## src/rtl/amp_limiter_ramp.sv

```systemverilog
// Multi-channel gain limiter: per-channel ramped fixed-point gain feeding a
// two-stage multiply / round / saturate pipeline with valid/ready on both sides.
module amp_limiter_ramp #(
    parameter int DATA_W    = 32,
    parameter int GAIN_W    = 32,
    parameter int FRAC_W    = 16,
    parameter int CHANNELS  = 2,
    parameter int RAMP_STEP = 256,
    parameter logic signed [GAIN_W-1:0] GAIN_RESET = GAIN_W'(1) << FRAC_W,
    parameter int CH_W      = (CHANNELS > 1) ? $clog2(CHANNELS) : 1
) (
    input  logic                     clk,
    input  logic                     rst_n,
    input  logic                     gain_load,
    input  logic [CH_W-1:0]          gain_ch,
    input  logic signed [GAIN_W-1:0] gain_target,
    input  logic                     in_valid,
    output logic                     in_ready,
    input  logic signed [DATA_W-1:0] in_data,
    input  logic [CH_W-1:0]          in_ch,
    output logic                     out_valid,
    input  logic                     out_ready,
    output logic signed [DATA_W-1:0] out_data,
    output logic [CH_W-1:0]          out_ch,
    output logic signed [GAIN_W-1:0] out_gain,
    output logic                     out_clip,
    input  logic                     clip_clr,
    output logic [15:0]              clip_count
);

    localparam int P_W = DATA_W + GAIN_W;
    localparam int R_W = P_W + 1;
    localparam int G_X = GAIN_W + 1;

    localparam logic signed [R_W-1:0] ROUND_K = (R_W'(1) << FRAC_W) >> 1;
    localparam logic signed [R_W-1:0] SAT_MAX = (R_W'(1) << (DATA_W - 1)) - R_W'(1);
    localparam logic signed [R_W-1:0] SAT_MIN = -(R_W'(1) << (DATA_W - 1));
    localparam logic signed [G_X-1:0] STEP_K  = G_X'(RAMP_STEP);

    localparam logic [DATA_W-1:0] OUT_MAX = {1'b0, {(DATA_W-1){1'b1}}};
    localparam logic [DATA_W-1:0] OUT_MIN = {1'b1, {(DATA_W-1){1'b0}}};

    // Handshake: a beat transfers on a rising edge where valid && ready. Valid
    // never depends on ready. The whole pipe advances together on
    // en = !out_valid || out_ready, and in_ready is exactly en.
    logic en;
    logic accept;

    assign en       = !out_valid || out_ready;
    assign in_ready = en;
    assign accept   = in_valid && en;

    logic signed [GAIN_W-1:0] target [CHANNELS];
    logic signed [GAIN_W-1:0] cur    [CHANNELS];

    // Channels outside the configured range see a gain of zero.
    logic signed [GAIN_W-1:0] sel_gain;

    always_comb begin
        sel_gain = '0;
        for (int c = 0; c < CHANNELS; c++) begin
            if (in_ch == CH_W'(c)) begin
                sel_gain = cur[c];
            end
        end
    end

    function automatic logic signed [GAIN_W-1:0] ramp_next(
        input logic signed [GAIN_W-1:0] cur_g,
        input logic signed [GAIN_W-1:0] tgt_g
    );
        logic signed [G_X-1:0] cur_x;
        logic signed [G_X-1:0] tgt_x;
        logic signed [G_X-1:0] diff;
        cur_x = cur_g;
        tgt_x = tgt_g;
        diff  = tgt_x - cur_x;
        if (diff > STEP_K) begin
            return GAIN_W'(cur_x + STEP_K);
        end else if (diff < -STEP_K) begin
            return GAIN_W'(cur_x - STEP_K);
        end else begin
            return tgt_g;
        end
    endfunction

    // The step uses the target held before this edge; a simultaneous load
    // only becomes visible to the following sample.
    always_ff @(posedge clk or negedge rst_n) begin
        if (!rst_n) begin
            for (int c = 0; c < CHANNELS; c++) begin
                target[c] <= GAIN_RESET;
                cur[c]    <= GAIN_RESET;
            end
        end else begin
            for (int c = 0; c < CHANNELS; c++) begin
                if (RAMP_STEP == 0) begin
                    if (gain_load && gain_ch == CH_W'(c)) begin
                        cur[c] <= gain_target;
                    end
                end else if (accept && in_ch == CH_W'(c)) begin
                    cur[c] <= ramp_next(cur[c], target[c]);
                end
                if (gain_load && gain_ch == CH_W'(c)) begin
                    target[c] <= gain_target;
                end
            end
        end
    end

    logic signed [P_W-1:0] in_x;
    logic signed [P_W-1:0] gain_x;
    logic signed [P_W-1:0] prod;

    always_comb begin
        in_x   = in_data;
        gain_x = sel_gain;
        prod   = in_x * gain_x;
    end

    logic                     s1_valid;
    logic signed [P_W-1:0]    s1_prod;
    logic [CH_W-1:0]          s1_ch;
    logic signed [GAIN_W-1:0] s1_gain;

    logic signed [R_W-1:0] prod_r;
    logic signed [R_W-1:0] biased;
    logic signed [R_W-1:0] rounded;
    logic [DATA_W-1:0]     sat_data;
    logic                  sat_clip;

    // Round half up, then floor via arithmetic shift; a result equal to a
    // bound is representable and therefore not a clip.
    always_comb begin
        prod_r  = s1_prod;
        biased  = prod_r + ROUND_K;
        rounded = biased >>> FRAC_W;
        if (rounded > SAT_MAX) begin
            sat_data = OUT_MAX;
            sat_clip = 1'b1;
        end else if (rounded < SAT_MIN) begin
            sat_data = OUT_MIN;
            sat_clip = 1'b1;
        end else begin
            sat_data = rounded[DATA_W-1:0];
            sat_clip = 1'b0;
        end
    end

    always_ff @(posedge clk or negedge rst_n) begin
        if (!rst_n) begin
            s1_valid  <= 1'b0;
            s1_prod   <= '0;
            s1_ch     <= '0;
            s1_gain   <= '0;
            out_valid <= 1'b0;
            out_data  <= '0;
            out_ch    <= '0;
            out_gain  <= '0;
            out_clip  <= 1'b0;
        end else if (en) begin
            s1_valid <= accept;
            if (accept) begin
                s1_prod <= prod;
                s1_ch   <= in_ch;
                s1_gain <= sel_gain;
            end
            out_valid <= s1_valid;
            if (s1_valid) begin
                out_data <= sat_data;
                out_ch   <= s1_ch;
                out_gain <= s1_gain;
                out_clip <= sat_clip;
            end
        end
    end

    always_ff @(posedge clk or negedge rst_n) begin
        if (!rst_n) begin
            clip_count <= '0;
        end else if (clip_clr) begin
            clip_count <= '0;
        end else if (out_valid && out_ready && out_clip && clip_count != 16'hFFFF) begin
            clip_count <= clip_count + 16'd1;
        end
    end

endmodule

```

## config.mk

```make
export PLATFORM = sky130hd
export DESIGN_NAME = amp_limiter_ramp
export DESIGN_NICKNAME = d
export VERILOG_FILES = /design/src/rtl/amp_limiter_ramp.sv
export SDC_FILE = /design/constraint.sdc
export NUM_CORES = 2
export LEC_CHECK = 0
export ABC_AREA = 1
export BUFFER_PORTS_ARGS = -buffer_cell sky130_fd_sc_hd__buf_4
export CELL_PAD_IN_SITES_DETAIL_PLACEMENT = 1
export CELL_PAD_IN_SITES_GLOBAL_PLACEMENT = 2
export CORE_MARGIN = 5
export CORE_UTILIZATION = 35
export CTS_CLUSTER_SIZE = 14
export DETAILED_ROUTE_END_ITERATION = 16
export PLACE_DENSITY = 0.87
export SLEW_MARGIN = 0
export SYNTH_ARGS = -nofsm -noshare
export SYNTH_HDL_FRONTEND = slang
export SYNTH_SLANG_ARGS = --single-unit
```

## constraint.sdc

```tcl
create_clock -name clk -period 7.6 [get_ports clk]
set_input_delay 0.76 -clock clk [delete_from_list [all_inputs] [get_ports clk]]
set_output_delay 0.76 -clock clk [all_outputs]
set_load 0.02 [all_outputs]
```

==> results.toml <==
[run_status]
status = "complete, but fails checks"
violations = "negative setup slack"

[worst_setup_path]
critPathLaunchType = "flop"
cp_common_cell = "inv_2"
cp.arrival_ns = 8.41
critPathLaunch = "cur[43]$_DFFE_PN0P_"
critical_path.max_fanout = 5
rr_startpoint = "cur[43]$_DFFE_PN0P_"
crit_slowest_cell = "fa_2"
cp.required_ns = 8.13
r2r_slack_ns = -0.28
max_stage_delay_ns = 0.63
criticalPathCategory = "flop to flop"
end_kind = "flop"

[drt]
totalWireLength_um = 251000
routed_via_density = 5.10
wl_met1_um = 107000
drc = 0
final_antenna_net_count = 0
vias = 55900
wl_met2_um = 117000
top_layer = "met5"
drt_iter0_drc = 3828
wl_met3_um = 14100
drt-pass1-iter-count = 5
wl_per_cell_um = 22.9

[global_routing]
grt_pass1_vias = 61200
grt_overflow = 0
grt_max_degree = 87
grt_pass1_wl_um = 373000
grt_antenna_before_repair = 9
grtUsageTotal_pct = 28.0

[clocking]
cts_max_path_buffers = 3
numClockSinks = 294
cts-buffers-inserted = 39
clkSlewWorstSetupHoldPaths_ns = 0.06
cts_root_buf = "clkbuf_16"
clock_latency_ns = 0.60
tritoncts = "done"
h-tree-depth = 2

[synth]
synth_top_area_share_pct = 37.0
synth_area_leaders = "fa_1 37%, nand2_1 14%, dfrtp_1 12%"
ys_seq_area_share_pct = 12.6
synth_top_area_cell = "fa_1"
ys_warn_count = 0
netlist_instances = 7888
syn_area_um2 = 58500
synth_seq_cells = 294
synth.avg_cell_area_um2 = 7.42
synth_edf_count = 0
syn_nets = 9293
synth_cell_types = 56
synth_ff_type = "dfrtp_1"
async_reset_ff_share_pct = 100

[timing]
setup_viol = 16
rsz0062_at_grt = "true"
fin_crit_sh_pct = 104
fin_skew_ns = 0.0205
relSlewSlack_pct = 24.4
max_freq_mhz = 127
post-route-min-period_ns = 7.88
tightest_slew_ns = 1.13
timing.final.ws_setup_ns = -0.280
drv_slew = 0
final_hold_viol_count = 0

[die]
die_y_um = 419
dieArea_um2 = 176000
core-area_um2 = 167000
die_x_um = 419
io_pins = 156
initial_core_util_pct = 35.1
num_rows = 150

[cells_and_area]
nFillCells = 20500
final_nets = 10100
multiInputGateArea_um2 = 45600
fin_cells = 11000
area_delta_synth_final_pct = 25.3
regArea_um2 = 7360
fin_area_um2 = 73400
drive_gt1_share_pct = 19.3

[run]
drv_cap = 0

[worst_hold_path]
hp-class = "primary input to asynchronous set/reset pin"

[placement]
portBuffers = 155
dp_hpwl_um = 210000
place_area_um2 = 69500
dp.cells = 10800
gp_congestion = 0.968
==> cell type report <==
type | count | share of cell area, %
clock buffers | 49 | 1.41
flip-flops and latches | 294 | 10.0
inverters | 1758 | 9.08
well taps | 2204 | 3.76
repair buffers | 1066 | 13.4
clock inverters | 18 | 0.208
diodes | 5 | 0.0171
repair inverters | 1 | 0.0119
multi-input cells | 5578 | 62.1
==> path summary, 6_finish.rpt <==
| check | cells after the start | end |
|---|---|---|
| min reg2reg | 2 | out_gain[24]$_DFFE_PN0P_ |
| min in group clk | 2 | clip_count[15]$_DFFE_PN0P_ |
| min | 1 | out_data[11]$_DFFE_PN0P_ |
| max reg2reg | 32 | s1_prod[57]$_DFFE_PN0P_ |
| max | 32 | s1_prod[57]$_DFFE_PN0P_ |
| max in group asynchronous | 2 | cur[46]$_DFFE_PN0P_ |
==> per-layer routing <==
| metal | global-route usage, % | up-vias |
|---|---|---|
| li1 | - | 24900 |
| met1 | 37.2 | 28900 |
| met2 | 46.4 | 1674 |
| met3 | 3.31 | 520 |
| met4 | 11.4 | 4 |
| met5 | 0 | - |
==> cells in the mapped netlist, types with 13 or more instances <==
cell / count
a21boi_1: 13
a21oi_1: 167
a31oi_1: 19
buf_1: 14
buf_2: 16
clkbuf_1: 217
clkinv_1: 35
dfrtp_1: 290
fa_1: 1083
ha_1: 250
inv_1: 1695
inv_2: 28
nand2_1: 2106
nand3_1: 247
nand3_2: 15
nand3b_1: 18
nand4_1: 64
nor2_1: 969
nor2_2: 15
nor3_1: 69
nor4_1: 13
o21ai_0: 213
o21ai_1: 22
or2_2: 18
xnor2_1: 40
xor2_1: 144
==> sequential cells by signal (all words and copies together), names as in the netlist <==
name and flops:
clip_count 16, out_gain 32, cur 64, out_data 32, target 64, s1_gain 32
s1_ch 1, s1_prod 49, out_valid 1, out_ch 1, out_clip 1, s1_valid 1
==> worst max-delay path: cells and delay by family (launching register included) <==
kind | cells | cell delay [ns]
compound gates | 1 | 0.19
fa+ha+maj | 9 | 4.72
buf+inv | 11 | 1.00
flops | 1 | 0.40
simple gates | 11 | 1.47
==> cell usage in the layout, fill, tap and decap left out, drive strengths merged, types with 2 or more instances in the layout <==
master    Yosys  layout
ha          250     250
clkbuf      217      59
nor4         16      16
o211ai        2       2
nand3       264     264
o21ai       235     235
o2111ai       2       2
fa         1083    1083
a31oi        19      19
a21o          8       8
dfstp         4       4
nand4        64      64
clkinv       35      37
or2          19      19
and3          3       3
and2         10      10
a311oi        2       2
nor3         74      74
dfrtp       290     290
o21bai        5       5
diode         0       5
clkinvlp      0      14
a21oi       168     168
nand2      2121    2121
inv        1723    1725
o21a         11      11
nor2        986     986
a221oi        3       3
a211oi        7       7
nand3b       18      18
xor2        144     144
o221ai        2       2
xnor2        40      40
o31ai         2       2
a21boi       16      16
buf          41    1056
==> metrics by stage <==
step	util [%]	setup TNS (ns)	setup WS (ns)	hold WS [ns]
after global routing	44.0	-6.11	-0.428	0.230
after global placement	41.7	-30.71	-1.22	0.459
final	44.0	-1.71	-0.280	0.188
after floorplan	-	-0.519	-0.165	0.432
after CTS	42.9	-0.0103	-0.0103	0.200
after detailed placement	41.7	-34.78	-1.24	0.464
==> logic make-up after synthesis <==
logic type	count (synthesis)	share of synthesized area (%)
and+or+nand+nor	3576	24.7
buffers and inverters	2016	13.1
adders and majority gates	1333	42.4
AOI/OAI and AO/OA	485	4.49
DFF	294	12.6
xor gates and xnor gates	184	2.75
==> repair_timing <==
item                       4_1_cts  5_1_grt
hold buffers                     0        0
gates resized for setup        155      377
buffers inserted                28       46
gates cloned                     0       12
hold endpoints to repair         0        0
pin swaps                       36      157
setup endpoints to repair       35       42
Power is not shown: default switching activity piles up to over one toggle a cycle in this logic, so the estimate is an artifact.
